### src/rtl/conv3x3_seq_if.sv
// SRAM port bundle between the convolution sequencer and the IFM, weight and result RAMs.
// master = sequencer side; slave = RAM side.
interface conv3x3_seq_if #(
  parameter int AW = 13
);
  logic          ifm_cs;
  logic [AW-1:0] ifm_addr;
  logic [31:0]   ifm_dout;
  logic          wht_cs;
  logic [AW-1:0] wht_addr;
  logic [31:0]   wht_dout;
  logic          res_cs;
  logic          res_we;
  logic [3:0]    res_wem;
  logic [AW-1:0] res_addr;
  logic [31:0]   res_din;

  modport master (
    output ifm_cs, ifm_addr, input ifm_dout,
    output wht_cs, wht_addr, input wht_dout,
    output res_cs, res_we, res_wem, res_addr, res_din
  );

  modport slave (
    input ifm_cs, ifm_addr, output ifm_dout,
    input wht_cs, wht_addr, output wht_dout,
    input res_cs, res_we, res_wem, res_addr, res_din
  );
endinterface

### src/rtl/conv3x3_seq.sv
// 3x3 valid-padding, stride-1 convolution sequencer: loads the kernel, walks the IFM,
// accumulates int8 products into 32-bit sums and writes one result word per output pixel.
module conv3x3_seq #(
  parameter int IFM_W = 16,
  parameter int IFM_H = 16,
  parameter int AW    = 13
) (
  input  logic          clk,
  input  logic          rst,
  input  logic          start,
  input  logic          relu_en,
  output logic          busy,
  output logic          done,
  conv3x3_seq_if.master mem
);
  localparam int OW = IFM_W - 2;
  localparam int OH = IFM_H - 2;
  localparam int XW = $clog2(IFM_W);
  localparam int YW = $clog2(IFM_H);

  typedef enum logic [2:0] {IDLE, LDW, CONV, WR, FIN} state_t;

  state_t            state;
  logic [3:0]        cnt;
  logic [XW-1:0]     ox;
  logic [YW-1:0]     oy;
  logic [AW-1:0]     base;
  logic [AW-1:0]     pix_idx;
  logic              relu;
  logic signed [7:0] w [0:8];
  logic signed [31:0] acc;

  logic signed [7:0]  pix;
  logic signed [7:0]  wsel;
  logic signed [15:0] prod;
  logic signed [31:0] next_acc;
  logic               last_x;
  logic               last_y;
  logic [AW-1:0]      next_base;
  logic               unused_bits;

  // Word offset of kernel tap k from the window's top-left pixel.
  function automatic logic [AW-1:0] koff(input logic [3:0] k);
    int unsigned kk;
    kk = 32'(k);
    return AW'((kk / 3) * IFM_W + (kk % 3));
  endfunction

  always_comb begin
    pix  = signed'(mem.ifm_dout[7:0]);
    wsel = '0;
    if (cnt >= 4'd1 && cnt <= 4'd9) wsel = w[cnt - 4'd1];
    prod      = 16'(pix) * 16'(wsel);
    next_acc  = ((cnt == 4'd1) ? 32'sd0 : acc) + 32'(prod);
    last_x    = (ox == XW'(OW - 1));
    last_y    = (oy == YW'(OH - 1));
    // Row wrap skips the two border columns that have no full window.
    next_base = last_x ? base + AW'(3) : base + AW'(1);
    unused_bits = ^{mem.ifm_dout[31:8], mem.wht_dout[31:8]};
  end

  always_ff @(posedge clk) begin
    if (rst) begin
      state        <= IDLE;
      cnt          <= '0;
      ox           <= '0;
      oy           <= '0;
      base         <= '0;
      pix_idx      <= '0;
      relu         <= 1'b0;
      acc          <= '0;
      busy         <= 1'b0;
      done         <= 1'b0;
      mem.ifm_cs   <= 1'b0;
      mem.ifm_addr <= '0;
      mem.wht_cs   <= 1'b0;
      mem.wht_addr <= '0;
      mem.res_cs   <= 1'b0;
      mem.res_we   <= 1'b0;
      mem.res_wem  <= '0;
      mem.res_addr <= '0;
      mem.res_din  <= '0;
      for (int unsigned i = 0; i < 9; i++) w[i] <= '0;
    end else begin
      mem.ifm_cs   <= 1'b0;
      mem.ifm_addr <= '0;
      mem.wht_cs   <= 1'b0;
      mem.wht_addr <= '0;
      mem.res_cs   <= 1'b0;
      mem.res_we   <= 1'b0;
      mem.res_wem  <= '0;
      mem.res_addr <= '0;
      mem.res_din  <= '0;
      done         <= 1'b0;

      case (state)
        IDLE: begin
          if (start) begin
            state        <= LDW;
            busy         <= 1'b1;
            relu         <= relu_en;
            cnt          <= '0;
            ox           <= '0;
            oy           <= '0;
            base         <= '0;
            pix_idx      <= '0;
            mem.wht_cs   <= 1'b1;
            mem.wht_addr <= '0;
          end
        end

        LDW: begin
          if (cnt != 4'd0) w[cnt - 4'd1] <= signed'(mem.wht_dout[7:0]);
          if (cnt < 4'd8) begin
            mem.wht_cs   <= 1'b1;
            mem.wht_addr <= AW'(cnt) + AW'(1);
          end
          if (cnt == 4'd9) begin
            state        <= CONV;
            cnt          <= '0;
            mem.ifm_cs   <= 1'b1;
            mem.ifm_addr <= base;
          end else begin
            cnt <= cnt + 4'd1;
          end
        end

        CONV: begin
          if (cnt != 4'd0) acc <= next_acc;
          if (cnt < 4'd8) begin
            mem.ifm_cs   <= 1'b1;
            mem.ifm_addr <= base + koff(cnt + 4'd1);
          end
          if (cnt == 4'd9) begin
            state        <= WR;
            mem.res_cs   <= 1'b1;
            mem.res_we   <= 1'b1;
            mem.res_wem  <= 4'hF;
            mem.res_addr <= pix_idx;
            mem.res_din  <= (relu && next_acc[31]) ? '0 : next_acc;
          end else begin
            cnt <= cnt + 4'd1;
          end
        end

        WR: begin
          pix_idx <= pix_idx + AW'(1);
          cnt     <= '0;
          if (last_x && last_y) begin
            state <= FIN;
            busy  <= 1'b0;
            done  <= 1'b1;
          end else begin
            state        <= CONV;
            base         <= next_base;
            ox           <= last_x ? '0 : ox + XW'(1);
            oy           <= last_x ? oy + YW'(1) : oy;
            mem.ifm_cs   <= 1'b1;
            mem.ifm_addr <= next_base;
          end
        end

        FIN:     state <= IDLE;
        default: state <= IDLE;
      endcase
    end
  end
endmodule

### src/flat_wrapper.sv
// flat-port wrapper written by rule: the top's interface ports become plain ports
module conv3x3_seq_flat 
#(
  parameter int IFM_W = 16,
  parameter int IFM_H = 16,
  parameter int AW    = 13
)
  (clk, rst, start, relu_en, busy, done, mem_ifm_cs, mem_ifm_addr, mem_ifm_dout, mem_wht_cs, mem_wht_addr, mem_wht_dout, mem_res_cs, mem_res_we, mem_res_wem, mem_res_addr, mem_res_din);
  conv3x3_seq_if #(.AW(AW)) mem_i ();
  input  logic clk;
  input  logic rst;
  input  logic start;
  input  logic relu_en;
  output logic busy;
  output logic done;
  output wire logic [$bits(mem_i.ifm_cs)-1:0] mem_ifm_cs;
  output wire logic [$bits(mem_i.ifm_addr)-1:0] mem_ifm_addr;
  input wire logic [$bits(mem_i.ifm_dout)-1:0] mem_ifm_dout;
  output wire logic [$bits(mem_i.wht_cs)-1:0] mem_wht_cs;
  output wire logic [$bits(mem_i.wht_addr)-1:0] mem_wht_addr;
  input wire logic [$bits(mem_i.wht_dout)-1:0] mem_wht_dout;
  output wire logic [$bits(mem_i.res_cs)-1:0] mem_res_cs;
  output wire logic [$bits(mem_i.res_we)-1:0] mem_res_we;
  output wire logic [$bits(mem_i.res_wem)-1:0] mem_res_wem;
  output wire logic [$bits(mem_i.res_addr)-1:0] mem_res_addr;
  output wire logic [$bits(mem_i.res_din)-1:0] mem_res_din;
  assign mem_ifm_cs = mem_i.ifm_cs;
  assign mem_ifm_addr = mem_i.ifm_addr;
  assign mem_i.ifm_dout = mem_ifm_dout;
  assign mem_wht_cs = mem_i.wht_cs;
  assign mem_wht_addr = mem_i.wht_addr;
  assign mem_i.wht_dout = mem_wht_dout;
  assign mem_res_cs = mem_i.res_cs;
  assign mem_res_we = mem_i.res_we;
  assign mem_res_wem = mem_i.res_wem;
  assign mem_res_addr = mem_i.res_addr;
  assign mem_res_din = mem_i.res_din;
  conv3x3_seq #(.IFM_W(IFM_W), .IFM_H(IFM_H), .AW(AW)) u_core (.clk(clk), .rst(rst), .start(start), .relu_en(relu_en), .busy(busy), .done(done), .mem(mem_i));
endmodule
### config.mk
export PLATFORM = sky130hd
export DESIGN_NAME = conv3x3_seq_flat
export DESIGN_NICKNAME = d
export VERILOG_FILES = /design/src/rtl/conv3x3_seq_if.sv /design/src/rtl/conv3x3_seq.sv /design/src/flat_wrapper.sv
export SDC_FILE = /design/constraint.sdc
export NUM_CORES = 1
export LEC_CHECK = 0
export ABC_AREA = 1
export BUFFER_PORTS_ARGS = -buffer_cell sky130_fd_sc_hd__buf_2
export CAP_MARGIN = 20
export CORE_UTILIZATION = 51
export CTS_BUF_LIST = sky130_fd_sc_hd__clkbuf_4 sky130_fd_sc_hd__clkbuf_8 sky130_fd_sc_hd__clkbuf_16
export DETAILED_ROUTE_END_ITERATION = 8
export PLACE_DENSITY = 0.72
export REMOVE_ABC_BUFFERS = 1
export SLEW_MARGIN = 10
export SYNTH_ARGS = -nofsm -noshare
export SYNTH_HDL_FRONTEND = slang
export SYNTH_SLANG_ARGS = --single-unit
### constraint.sdc
create_clock -name clk -period 8.2 [get_ports clk]
set_clock_uncertainty 0.05 [all_clocks]
set_input_delay 0.82 -clock clk [delete_from_list [all_inputs] [get_ports clk]]
set_output_delay 0.82 -clock clk [all_outputs]
set_load 0.005 [all_outputs]
======== After elaboration in Yosys (flattened, before gate mapping) ========
Memories as Yosys holds them, arrays and structs flattened.
Cells that the tools add are included.
storage, ports and cells
  memories ................................ 1
  register bits ........................... 154
  input port bits ......................... 68
  word-level logic and storage cells ...... 122
  memory bits (writable) .................. 72
cells by class
  add/sub/neg operators ................... 11
  $lt $le $gt $ge ......................... 3
  mux-type cells .......................... 46
  div/mod/pow operators ................... 2
  reduce and logical (&&, ||, !) cells .... 21
  $mul .................................... 1
  bitwise operators ....................... 5
  equality and inequality tests ........... 14
memory list
  name      words  width  read ports  clocked after memory_dff  wr ports  line               text
  u_core.w  9      8      1           0                         9         conv3x3_seq.sv:30  logic signed [7:0] w [0:8];
operators by type and width
  cell                   count
  $mux 13                6
  $pmux 13 s2            2
  $pmux 13 s3            1
  $mux 4                 9
  $add 32x16->32         1
  $div 4x2->32 const B   1
  $mod 4x2->32 const B   1
  $mux 32                1
  $add 13x1->13 const B  2
  $add 13x13->13         2
  $mul 8x8->16           1
  $mux 8                 2
  $pmux 4 s2             2
  $pmux 4 s4             1
  $mux 1                 14
  $add 13x2->13 const B  1
  $add 4x1->4 const B    3
  $eq 4x4->1 const B     3
  $mux 3                 4
  $pmux 3 s4             1
  $reduce_and 3->1       4
  $ne 2x1->1 const B     4
  $reduce_bool 4->1      2
  $reduce_or 8->1        1
  20 further kinds       34

======== Longest topological paths before layout ========
Gate-level depths: netlist of run 1.
  depth in word-level cells ............... 7
  depth in mapped cells ................... 37

======== Worst setup path after synthesis of run 1 ========
OpenSTA, ideal clock, no wires.
  kind .................................... register to register
  start ................................... reg u_core.cnt[0]
  end ..................................... reg u_core.mem.res_din[22]
  setup slack ............................. -0.368 ns
  data arrival time ....................... 8.454 ns
  period minus slack after synthesis ...... 8.568 ns
  stages on the path, launching flop included .. 32
  library setup time ...................... 0.064 ns
  path through ............................ dfxtp_1 buf_2 inv_2 buf_2 buf_2 ha_1 clkbuf_1 buf_1 a21oi_1 a22oi_1 nand2_1 o211ai_1 nand3_1 nor2_1 fa_1 fa_1 fa_1 fa_1 inv_1 fa_1 inv_1 ha_1 a21oi_1 nand2_1 nand2_1 nand2_1 a21oi_1 o21ai_0 nand2_1 nand3_1 and2_1 nor2_1
on the way
  longest elaborated chain between the ends .. 7
  elaborated cells between the ends (all ways) .. 14
RTL lines
  what                                              line                  text
  start, declared                                   conv3x3_seq.sv:24     logic [3:0] cnt;
  start signal, assigned                            conv3x3_seq.sv:124    cnt <= cnt + 4'd1;
  start signal, assigned                            conv3x3_seq.sv:142    cnt <= cnt + 4'd1;
  $sub 4x1->4 (tied with other cells)               conv3x3_seq.sv:52     if (cnt >= 4'd1 && cnt <= 4'd9) wsel = w[cnt - 4'd1];
  $mem_v2 9x8 or $logic_and 1x1->1 (tied branches)  -
  $mux 8                                            conv3x3_seq.sv:52
  $mul 8x8->16                                      conv3x3_seq.sv:53     prod = 16'(pix) * 16'(wsel);
  $add 32x16->32                                    conv3x3_seq.sv:54     next_acc = ((cnt == 4'd1) ? 32'sd0 : acc) + 32'(prod);
  $logic_and 1x1->1                                 conv3x3_seq.sv:140    mem.res_din <= (relu && next_acc[31]) ? '0 : next_acc;
  $reduce_or 4->1 (no line)                         -
  end signal, assigned                              conv3x3_seq.sv:140
  end, declared                                     conv3x3_seq_if.sv:21  output res_cs, res_we, res_wem, res_addr, res_din
Several ways; a longest one is shown, not always the timed one.
A chain may end at the register's enable or synchronous reset.

======== Final worst setup path of run 1 ========
  start ................................... reg u_core.cnt[0]
  end ..................................... reg u_core.mem.res_din[25]
Same word-level chain as after synthesis.

==> metrics.txt, run 1 <==
Filler Cell Count=3059; f_max=131 MHz; WP depth=29; Ports=149; CP Class=reg -> reg; drt wl/cell=16.9 um; slew margin rel.=37.3%; CP Capture Type=flop; Setup crit end=u_core.mem.res_din[25]$_SDFF_PP0_; Congestion Overflow GR=0; Top cell by count, worst path=inv_1; worst r2r dst=u_core.mem.res_din[25]$_SDFF_PP0_; final hold vios=0; Critical Path Source=u_core.cnt[0]$_SDFFE_PP0P_; DRT iter0 DRCs=1220; Reg2Reg Depth=29; Synth Flop Type=dfxtp_1; Ys Warns=0; global-route wire length before repair=72500 um; Top delay family on crit path=adder cells; synth unique cells=60; Skew-Pair Late Insertion Delay=0.57 ns; clock buffers created by TritonCTS=29; HPWL Detailed=31900 um; share of layout cells above drive strength 1=10.3%; vias=14206; fin crit share=92.9%; core area=34500 um2; dpl cells=2551; Cells after Synth=2039; Synth-to-Final Area Change=10.8%; number of global-route vias before repair=14144; Die Wd=190 um; max-slew violations=0; Setup WS pre-CTS=0.416 ns; final antenna-violating net count=0; CP max stage delay=0.84 ns; antenna violations before repair=0; area of the multi-input gates=9720 um2; #FFs+latches synth=270; H-tree Lvls=1; syn avg cell area=8.79 um2; # DRC=0; Via density=5.45; NumNets Final=2442; TritonCTS clock tree=done; largest net degree at the start of global routing=71; postcts setup bufs=0; Tightest Hold Check Type=reg -> reg; routability-driven placement congestion ratio=0.929; Layout Cells excl Fill=2605; most common cell after layout, fill and taps aside=nand2_1; Antenna diodes=0; Clock Tree Root=clkbuf_16; Final setup viols=0; Pre-antenna DRT Iters=5; WP data required=8.59 ns; max-cap violations=0; Die Ht=190 um; commonest non-fill, non-tap cells in the layout=nand2_1 (333), inv_1 (313), nor2_1 (269); register area=6690 um2; slowest library cell on the worst path=fa_2; mapped cell area=17900 um2; status=finished clean; WP buf/inv=7; Reg clk slew, reported paths=0.06 ns; final setup margin=0.579 ns; Worst R2R Setup Slack=0.58 ns; CTS max path bufs=3; routed wire length=43900 um; gr usage total=25.3%; EDFF count, synth=128; R2R Path Start=u_core.cnt[0]$_SDFFE_PP0P_; Worst-Margin Slew=0.938 ns; Num Clock Sinks=270; Async S/R FF share, synth=0%; Placement Rows=68; register area share after synthesis=37.3%; RSZ-0062 raised after global routing=false; Period minus WS final=7.62 ns; initial core utilization=51.9%; full die area=35900 um2; Worst Path Arrival=8.02 ns; crit start category=flop; CP max FO=27; I/O Buffers=92
[worst min-delay path by stage]
| stage | start | endpoint | slack (ns) | depth (start not counted) |
|---|---|---|---|---|
| 3_5_place_dp | u_core.pix_idx[7]$_SDFFE_PP0P_ | u_core.mem.res_addr[7]$_SDFF_PP0_ | 0.40 | 2 |
| 2_1_floorplan | u_core.pix_idx[12]$_SDFFE_PP0P_ | u_core.mem.res_addr[12]$_SDFF_PP0_ | 0.37 | 2 |
| 5_1_grt | u_core.pix_idx[11]$_SDFFE_PP0P_ | u_core.pix_idx[11]$_SDFFE_PP0P_ | 0.45 | 1 |
| 3_3_place_gp | u_core.pix_idx[12]$_SDFFE_PP0P_ | u_core.mem.res_addr[12]$_SDFF_PP0_ | 0.39 | 2 |
| 4_1_cts | u_core.pix_idx[7]$_SDFFE_PP0P_ | u_core.mem.res_addr[7]$_SDFF_PP0_ | 0.42 | 2 |
| 6_report | u_core.pix_idx[7]$_SDFFE_PP0P_ | u_core.mem.res_addr[7]$_SDFF_PP0_ | 0.42 | 2 |
[final cells by class]
cell class              instances  share of cell area, %
multi-input cells            1379                   48.9
flip-flops and latches        270                   33.7
inverters                     334                   6.31
clock buffers                  35                   4.00
repair buffers                113                   3.17
well taps                     455                   2.86
clock inverters                19                   1.07
[what timing repair did]
item                       4_1_cts  5_1_grt
resized for setup                0        1
hold buffers                     0        0
setup endpoints to repair        0       27
[state kept, by name (all words and copies together) (netlist names), 3 cells and up]
register / cells
u_core.acc: 32
u_core.base: 13
u_core.cnt: 4
u_core.mem.ifm_addr: 13
u_core.mem.res_addr: 13
u_core.mem.res_din: 32
u_core.mem.wht_addr: 5
u_core.ox: 4
u_core.oy: 4
u_core.pix_idx: 13
u_core.state: 3
u_core.w: 128
[layer usage]
layer	vias to the layer above	track usage (%)	share of wire (%)
li1	6766	-	-
met4	0	7.57	2.4
met1	6825	34.8	44
met3	78	3.80	7.2
met5	-	0	0
met2	537	41.3	47
[cells by family after synthesis]
kind of cell / after synthesis / synth area share (%)
adders and majority gates: 247 / 23.1
buffers and inverters: 398 / 8.79
xor gates and xnor gates: 42 / 2.20
AOI/OAI and AO/OA: 325 / 10.8
other: 1 / 0.0209
and+or+nand+nor: 756 / 17.8
DFF: 270 / 37.3
[cells in the mapped netlist, types with 3 or more instances]
library cell / n / area, um2
a211oi_1: 5 / 37.5
a21boi_0: 4 / 30.0
a21oi_1: 149 / 746
a221oi_1: 5 / 43.8
a22oi_1: 21 / 158
a31oi_1: 6 / 37.5
a32o_1: 4 / 40.0
and2_1: 8 / 50.1
buf_2: 9 / 45.0
buf_4: 14 / 105
clkbuf_1: 38 / 143
clkinv_1: 11 / 41.3
dfxtp_1: 142 / 2840
edfxtp_1: 128 / 3840
fa_1: 141 / 2820
ha_1: 106 / 1330
inv_1: 313 / 1170
inv_2: 10 / 37.5
nand2_1: 333 / 1250
nand2_2: 10 / 62.6
nand3_1: 67 / 335
nand3_2: 4 / 40.0
nand3b_1: 3 / 22.5
nand4_1: 14 / 87.6
nor2_1: 272 / 1020
nor2_2: 8 / 50.1
nor3_1: 20 / 100
nor4_1: 4 / 25.0
o211ai_1: 22 / 165
o21a_1: 3 / 22.5
o21ai_0: 70 / 350
o21bai_1: 5 / 37.5
o221a_2: 4 / 45.0
o221ai_1: 6 / 52.6
o22a_1: 3 / 26.3
o22ai_1: 7 / 43.8
or2_2: 4 / 25.0
xnor2_1: 16 / 140
xor2_1: 24 / 210
[worst reg2reg max path, delay by kind of cell, from the launching register on]
kind,cells,cell delay (ns)
AO/OA/AOI/OAI,2,0.41
XOR/XNOR,1,0.38
adder cells (fa/ha/maj),7,3.42
buffers and inverters,7,1.03
flip-flops,1,0.35
AND/OR/NAND/NOR,12,1.87
[stage by stage]
step,TNS [ns],instance area [um2],util (%),hold WS (ns)
final,0,19900,57.5,0.420
after CTS,0,19900,57.5,0.420
after floorplan,-137.21,17600,-,0.373
after detailed placement,0,18900,54.6,0.403
after global placement,0,18900,54.6,0.394
after global routing,0,19900,57.5,0.452
Power of run 1 is left out: the tool's default activity adds up to more than one toggle a clock period on the data nets, which glitch-free logic cannot reach.
==> run 2: changes to the inputs <==
Settings changed: CORE_ASPECT_RATIO from default to 1.75.
==> metrics.txt, run 2 (synthesis results as in run 1) <==
Worst R2R Setup Slack=0.43 ns (-0.15 ns); Via density=5.37 (-1.4%); Clock Tree Root=clkbuf_16; routability-driven placement congestion ratio=0.974 (+4.8%); R2R Path Start=u_core.cnt[1]$_SDFFE_PP0P_; Synth-to-Final Area Change=9.97%; CP max FO=31 (+15%); DRT iter0 DRCs=791 (-35%); Die Ht=250 um (+32%); GR met2 Demand/Resource=48.2% (+6.9 points); crit start category=flop; RSZ-0062 raised after global routing=false; Worst Path Arrival=8.21 ns (+0.19 ns); CP Class=reg -> reg; max-cap violations=0 (unchanged); gr busiest metal=met2; NumNets Final=2436 (-0.25%); max-slew violations=0 (unchanged); Reg2Reg Depth=28 (-3.4%); initial core utilization=51.9% (about the same); HPWL Detailed=33700 um (+5.7%); Worst-Margin Slew=0.943 ns (+0.00524 ns); H-tree Lvls=1 (unchanged); Filler Cell Count=3091 (+1.0%); routed wire length=44400 um (+1.1%); CP Capture Type=flop; cell area after layout=19700 um2 (-0.78%); Pre-antenna DRT Iters=5 (unchanged); full die area=35900 um2 (about the same); Congestion Overflow GR=0 (unchanged); antenna violations before repair=1 (+1); Period minus WS final=7.77 ns (+0.151 ns); fin crit share=94.8% (+1.8 points); worst r2r dst=u_core.mem.res_din[13]$_SDFF_PP0_; f_max=129 MHz (-1.9%); most common cell after layout, fill and taps aside=nand2_1; gr usage total=25.4% (+0.13 points); # DRC=0 (unchanged); Antenna diodes=0 (unchanged); slew margin rel.=36.8% (-0.46 points); postcts setup bufs=0 (unchanged); final hold vios=0 (unchanged); met1 Usage GRT=27.0% (-7.8 points); drt wl/cell=17.1 um (+1.3%); Largest regs=u_core.w (128), u_core.acc (32), u_core.mem.res_din (32); area of the multi-input gates=9720 um2 (unchanged); register area=6690 um2 (unchanged); status=finished clean; slowest library cell on the worst path=fa_1; share of layout cells above drive strength 1=9.86% (-0.42 points); Die Wd=144 um (-24%); CTS max path bufs=3 (unchanged); Setup crit end=u_core.mem.res_din[13]$_SDFF_PP0_; commonest non-fill, non-tap cells in the layout=nand2_1 (333), inv_1 (313), nor2_1 (269); CP max stage delay=0.58 ns (-0.26 ns); Core Util, Final=57.0% (-0.49 points); TritonCTS clock tree=done; final antenna-violating net count=0 (unchanged); vias=13974 (-1.6%); I/O Buffers=92 (unchanged); Skew-Pair Late Insertion Delay=0.57 ns (about the same); Placement Rows=90 (+32%); Largest register FFs=128 (unchanged); Num Clock Sinks=270 (unchanged); largest net degree at the start of global routing=71 (unchanged); number of global-route vias before repair=14167 (+0.16%); Critical Path Source=u_core.cnt[1]$_SDFFE_PP0P_; Post-Place Cell Area=18800 um2 (about the same); Ports=149 (unchanged); WP data required=8.64 ns (+0.05 ns); largest register by flop count=u_core.w; Final setup viols=0 (unchanged); Tightest Hold Check Type=reg -> reg; core area=34600 um2 (about the same); clock buffers created by TritonCTS=26 (-10%); Reg clk slew, reported paths=0.06 ns (about the same); global-route wire length before repair=70500 um (-2.8%); GRT met3 Usage=2.51% (-1.3 points)
==> run 2: changes by cell type in the layout (fill, tap and decap cells not counted), moves of 3 or more <==
cell / before / now
clkinv_2: 5 / 2
clkbuf_8: 4 / 0
buf_4: 20 / 17
clkinvlp_4: 2 / 7
clkbuf_16: 29 / 26
inv_6: 3 / 0
==> run 2: worst min path at each step <==
stage,start,end,slack (ns),depth (start not counted)
6_report,u_core.pix_idx[12]$_SDFFE_PP0P_,u_core.pix_idx[12]$_SDFFE_PP0P_,0.42,1
5_1_grt,u_core.pix_idx[12]$_SDFFE_PP0P_,u_core.pix_idx[12]$_SDFFE_PP0P_,0.44,1
4_1_cts,u_core.pix_idx[12]$_SDFFE_PP0P_,u_core.pix_idx[12]$_SDFFE_PP0P_,0.42,1
3_5_place_dp,u_core.pix_idx[7]$_SDFFE_PP0P_,u_core.mem.res_addr[7]$_SDFF_PP0_,0.41,2
3_3_place_gp,u_core.pix_idx[11]$_SDFFE_PP0P_,u_core.pix_idx[11]$_SDFFE_PP0P_,0.40,1
2_1_floorplan,u_core.pix_idx[12]$_SDFFE_PP0P_,u_core.mem.res_addr[12]$_SDFF_PP0_,0.37,2
==> run 2: area by class of cell <==
type / instances / area share [%]
flip-flops and latches: 270 / 33.9
multi-input cells: 1379 / 49.3
repair buffers: 110 / 3.08
clock buffers: 29 / 3.41
well taps: 460 / 2.92
clock inverters: 18 / 0.996
inverters: 334 / 6.36
==> run 2: timing repair <==
action | CTS | global route
gates resized for setup | 0 | 1
setup endpoints to repair | 0 | 31
hold buffers | 0 | 0
==> run 2: metrics by stage <==
step / setup slack (ns) / hold slack (ns) / cells / setup TNS, ns
floorplan: -2.64 / 0.373 / 1983 / -137.21
global placement: 0.440 / 0.400 / 2553 / 0
detailed placement: 0.247 / 0.407 / 2553 / 0
CTS: 0.226 / 0.418 / 2600 / 0
global route: 0.00790 / 0.437 / 2600 / 0
finish: 0.428 / 0.417 / 2600 / 0
==> run 2: critical path: cells and delay by family, from the launching register on <==
kind | cells | cell delay, ns
adders and majority gates | 7 | 3.04
AOI/OAI and AO/OA | 7 | 1.66
buffers and inverters | 7 | 1.39
and+or+nand+nor | 7 | 1.08
DFF | 1 | 0.45
==> run 2: routing by layer <==
metal  vias to the layer above  wire, um  share of wire [%]
met5                         -        18              0.041
met4                         2      2400                5.4
met3                       134      1930                4.3
met2                       386     24000                 54
met1                      6709     16100                 36
li1                       6743         -                  -
Power of run 2 is left out for the same reason.
